[config.mk]
export PLATFORM = sky130hd
export DESIGN_NAME = uart_tx_arb
export DESIGN_NICKNAME = d
export VERILOG_FILES = /design/src/rtl/uart_tx_arb.sv
export SDC_FILE = /design/constraint.sdc
export NUM_CORES = 1
export LEC_CHECK = 0
export CAP_MARGIN = 25
export CORE_MARGIN = 10
export CORE_UTILIZATION = 42
export DETAILED_ROUTE_END_ITERATION = 12
export GPL_ROUTABILITY_DRIVEN = 0
export PLACE_DENSITY = 0.8
export SYNTH_ARGS = -nofsm -noshare
export SYNTH_HDL_FRONTEND = slang
export SYNTH_SLANG_ARGS = --single-unit
[constraint.sdc]
create_clock -name clk -period 1.85 [get_ports clk]
set_input_delay 0.555 -clock clk [delete_from_list [all_inputs] [get_ports clk]]
set_output_delay 0.555 -clock clk [all_outputs]
set_load 0.01 [all_outputs]
[src/rtl/uart_tx_arb.sv]
// uart_tx_arb: arbitrates NREQ requesters onto one UART transmitter.
// The FSM moves through IDLE -> LAUNCH -> WAIT_BUSY -> WAIT_DONE. LAUNCH
// strobes tx_data_valid and acks the winner for exactly one cycle. WAIT_BUSY
// waits up to GUARD cycles for the transmitter to raise tx_busy. WAIT_DONE
// waits for tx_busy to fall again. Every output comes straight from a register.
// Optional feature: define UART_TX_ARB_RR_EN for round-robin arbitration.
// Without that macro, arbitration is fixed priority (lowest index wins).
module uart_tx_arb #(
    parameter int DWIDTH = 8,
    parameter int NREQ   = 4,
    parameter int GUARD  = 4
) (
    input  logic                      clk,
    input  logic                      rst,
    input  logic [NREQ-1:0]           req,
    input  logic [NREQ*DWIDTH-1:0]    req_data,
    output logic [NREQ-1:0]           ack,
    output logic [DWIDTH-1:0]         tx_p_data,
    output logic                      tx_data_valid,
    input  logic                      tx_busy,
    output logic [$clog2(NREQ)-1:0]   owner,
    output logic                      arb_busy,
    output logic                      guard_err
);

    localparam int OW = $clog2(NREQ);
    localparam int CW = $clog2(GUARD + 1);

    typedef enum logic [1:0] {
        S_IDLE      = 2'd0,
        S_LAUNCH    = 2'd1,
        S_WAIT_BUSY = 2'd2,
        S_WAIT_DONE = 2'd3
    } state_t;

    state_t              r_state;
    logic [NREQ-1:0]     r_ack;
    logic                r_valid;
    logic                r_gerr;
    logic [DWIDTH-1:0]   r_pdata;
    logic [OW-1:0]       r_owner;
    logic [CW-1:0]       r_cnt;
    logic                r_arb_busy;

    logic [OW-1:0]       w_sel;
    logic                w_any;
    logic                w_grant;

    assign w_any   = |req;
    assign w_grant = (r_state == S_IDLE) && w_any && !tx_busy;

`ifdef UART_TX_ARB_RR_EN
    logic [OW-1:0] r_ptr;

    // Round-robin pick: the first requester at or after r_ptr, wrapping around.
    always_comb begin
        int j;
        w_sel = '0;
        j     = 0;
        for (int k = NREQ - 1; k >= 0; k--) begin
            j = int'(r_ptr) + k;
            if (j >= NREQ) j = j - NREQ;
            if (req[OW'(j)]) w_sel = OW'(j);
        end
    end

    // Pointer moves to the slot just after the winner on every grant.
    always_ff @(posedge clk or posedge rst) begin
        if (rst) begin
            r_ptr <= '0;
        end else if (w_grant) begin
            if (w_sel == OW'(NREQ - 1)) r_ptr <= '0;
            else                        r_ptr <= w_sel + 1'b1;
        end
    end
`else
    // Fixed priority: the lowest-indexed active request wins.
    always_comb begin
        w_sel = '0;
        for (int k = NREQ - 1; k >= 0; k--) begin
            if (req[k]) w_sel = OW'(k);
        end
    end
`endif

    // Main FSM; every output is registered here, alongside the state.
    always_ff @(posedge clk or posedge rst) begin
        if (rst) begin
            r_state    <= S_IDLE;
            r_ack      <= '0;
            r_valid    <= 1'b0;
            r_gerr     <= 1'b0;
            r_pdata    <= '0;
            r_owner    <= '0;
            r_cnt      <= '0;
            r_arb_busy <= 1'b0;
        end else begin
            r_gerr <= 1'b0;
            case (r_state)
                S_IDLE: begin
                    if (w_grant) begin
                        r_pdata    <= req_data[w_sel*DWIDTH +: DWIDTH];
                        r_owner    <= w_sel;
                        r_ack      <= NREQ'(1) << w_sel;
                        r_valid    <= 1'b1;
                        r_arb_busy <= 1'b1;
                        r_state    <= S_LAUNCH;
                    end
                end
                S_LAUNCH: begin
                    r_ack   <= '0;
                    r_valid <= 1'b0;
                    r_cnt   <= '0;
                    r_state <= S_WAIT_BUSY;
                end
                S_WAIT_BUSY: begin
                    if (tx_busy) begin
                        r_cnt   <= '0;
                        r_state <= S_WAIT_DONE;
                    end else if (r_cnt == CW'(GUARD - 1)) begin
                        // The transmitter never took the word: report it and drop the frame.
                        r_cnt      <= '0;
                        r_gerr     <= 1'b1;
                        r_arb_busy <= 1'b0;
                        r_state    <= S_IDLE;
                    end else begin
                        r_cnt <= r_cnt + 1'b1;
                    end
                end
                S_WAIT_DONE: begin
                    if (!tx_busy) begin
                        r_arb_busy <= 1'b0;
                        r_state    <= S_IDLE;
                    end
                end
                default: begin
                    r_ack      <= '0;
                    r_valid    <= 1'b0;
                    r_arb_busy <= 1'b0;
                    r_state    <= S_IDLE;
                end
            endcase
        end
    end

    assign ack           = r_ack;
    assign tx_p_data     = r_pdata;
    assign tx_data_valid = r_valid;
    assign owner         = r_owner;
    assign arb_busy      = r_arb_busy;
    assign guard_err     = r_gerr;

endmodule

==> flow_summary.ini <==
[run_status]
status = complete, no violations

[timing]
drv_slew = 0
max_freq_mhz = 552
min_period_ns = 1.81
final_hold_viol_count = 0
setup_tns_ns = 0
skew_ns = 0.00745
post-route-period-util_pct = 97.9
finalSetupViolations = 0
relSlewSlack_pct = 75.7
whs_ns = 0.503
worst_pin_slew_ns = 0.362

[worst_hold_path]
min_path_cells = 2
holdCritPathClass = flop to flop
min_to = owner[0]
min-delay-start = owner[0]

[global_route]
grt_usage_pct = 13.8
overflow = 0
grt_antenna_before_repair = 0
grt_pass1_wl_mm = 6.20
grt_max_degree = 23
grt_pass1_vias = 1262

[floorplan]
die_h_um = 75.6
core_mm2 = 0.00300
die_x_um = 75.6
std_cell_rows = 20
io_pins = 56
die_area_mm2 = 0.00571
start_util_pct = 43.2

[critical_path]
r2r-end = r_state[0]
reg2reg_from = r_state[0]
path_buf_inv = 1
crit_slowest_cell = clkdlybuf4s50_1
end_kind = primary output
slowest_delay_ns = 0.55
required_ns = 1.29
reg2regPathDepth = 7
cp_max_fo = 2
path_class = flop to primary output
r2r_slack_ns = 0.19
startpoint_type = flop
crit_chain = clkdlybuf4s50_1
arrival_ns = 1.26
path_delay_family = buffers and inverters

[drt]
dr.pass1.iters = 4
route.met3.wl_um = 491
top_layer_used = met4
wl_met1_mm = 1.66
drt_wl_total_mm = 4.02
wl_met2_mm = 1.82
routed-via-count = 1292
drt_drc_violations_left = 0
ant_nets = 0
drtIter0Drc = 86
viasPerCell = 5.45
wl_per_cell_um = 16.9

[cts]
cts_buffer_depth = 2
cts_tree = yes
h-tree-depth = 1
holdBufCountCts = 0
root_buffer = clkbuf_4
insertion_delay_ns = 0.32
clock-sinks = 22
cts_buffers = 3
clkTransAtPathRegs_ns = 0.13

[cells_and_area]
post-route-util_pct = 69.5
drive_gt1_share_pct = 21.1
fill_cells = 241
multiInputGateArea_um2 = 686
regArea_um2 = 551
synthToLayoutAreaGrowth_pct = 61.0
antenna_cells = 0
nNetsFinal = 250

[synth]
synth_top_area_share_pct = 42.5
postSynthCellCount = 126
ys_async_sr_fraction_pct = 100
syn_area_per_cell_um2 = 10.3
synthesis.area_mm2 = 0.00130
synthDistinctLibCells = 40
yosysSeqAreaShare_pct = 42.5
synth_edf_count = 0
ys_warn_count = 0
synth_top_cells_by_area = dfrtp_1 (42%), a22o_1 (6.1%), ha_1 (5.8%)
dominantRegCellSynth = dfrtp_1
synth_nets = 171
ys_ff_latch = 22
yosysTopAreaCell = dfrtp_1

[pwr]
cellLeakagePower_nw = 0.937
ir_worst_vdd_mv = 0.681
p_per_area_mw_per_mm2 = 1150

[placed_design]
dp_hpwl_mm = 3.25
io_buffers = 55

[flow_run]
maxCapViolCount = 0
[state kept, by name, summed over array words and instances (netlist names)]
signal and count:
tx_p_data 8, ack 4, r_cnt 3, owner 2
r_state 2, arb_busy 1, guard_err 1, tx_data_valid 1
[synth_stat cells (all sizes together) (2+ instances only)]
| cell | instances |
|---|---|
| nor2b | 4 |
| buf | 6 |
| or2 | 2 |
| nor3 | 2 |
| a21oi | 15 |
| a22o | 9 |
| ha | 6 |
| dfrtp | 22 |
| nand2 | 4 |
| a222oi | 7 |
| o21ai | 8 |
| nor2 | 15 |
| o21a | 2 |
| nand2b | 3 |
| inv | 4 |
[area by class of cell]
| cell class | count | share of cell area, % |
|---|---|---|
| repair buffers | 81 | 36.3 |
| multi-input cells | 93 | 32.9 |
| flip-flops and latches | 22 | 26.4 |
| inverters | 4 | 0.719 |
| clock buffers | 4 | 1.74 |
| well taps | 33 | 1.98 |
[layout by cell type, fill, tap and decap left out, types with 2 or more instances in the layout]
cell type,instances
clkdlybuf4s50_1,50
buf_4,26
dfrtp_1,22
nor2_1,15
a21oi_1,14
a22o_1,9
a222oi_1,7
ha_1,5
dlymetal6s2s_1,5
nand2_1,4
o21ai_1,4
inv_1,4
nand2b_1,3
o21ai_0,3
clkbuf_4,3
nor2b_1,2
o21a_1,2
[worst register-to-register path, cell delays in order (launching register included)]
cell	delay [ns]
dfrtp_1	0.43
inv_1	0.11
ha_1	0.28
nor2b_1	0.18
a221oi_2	0.26
buf_4	0.17
nor2_1	0.04
a21oi_1	0.12
[per-layer routing]
layer  GRT usage [%]  vias up
met5               0        -
met4            4.33        0
met3            4.95        4
met2            22.9       51
met1            16.4      608
li1                -      629
[through the flow]
| step | cell area, µm² | total power, mW | instances | setup slack [ns] |
|---|---|---|---|---|
| 5_1_grt | 2090 | 2.59 | 237 | -0.0236 |
| 3_3_place_gp | 2000 | 2.05 | 229 | -0.282 |
| 4_1_cts | 2040 | 2.38 | 233 | 0.000783 |
| 6_report | 2090 | 2.40 | 237 | 0.0394 |
| 2_1_floorplan | 1300 | 1.48 | 126 | 0.222 |
| 3_5_place_dp | 2000 | 2.11 | 229 | -0.361 |
[where the power goes]
| part | switching (mW) | internal (mW) |
|---|---|---|
| Sequential | 0.119 | 0.665 |
| Clock | 0.150 | 0.120 |
| Combinational | 0.608 | 0.739 |
| Total | 0.877 | 1.52 |
[kinds of logic (layout without fill, tap and decap cells)]
| family | count (synthesis) | count (layout) | share of synthesized area, % |
|---|---|---|---|
| buffers and inverters | 11 | 89 | 5.40 |
| DFF | 22 | 22 | 42.5 |
| muxes | 2 | 2 | 1.64 |
| adders and majority gates | 6 | 6 | 5.79 |
| AOI/OAI and AO/OA | 49 | 49 | 29.0 |
| and+or+nand+nor | 36 | 36 | 15.7 |
[what timing repair did]
action	4_1_cts	5_1_grt
setup endpoints to repair	5	16
gates resized for setup	1	7
pin swaps	1	2
buffers inserted	0	4
[how the worst max path moves through the flow]
stage,cells after the start,slack (ns),to,startpoint
2_1_floorplan,5,0.22,ack[2],req[1]
3_3_place_gp,4,-0.28,tx_p_data[6],req[1]
3_5_place_dp,4,-0.36,tx_p_data[0],req[1]
4_1_cts,7,0.0008,tx_p_data[6],req[2]
5_1_grt,8,-0.02,tx_p_data[0],req[3]
6_report,1,0.04,ack[2],ack[2]
No activity file was read; power rests on OpenSTA's default activity.
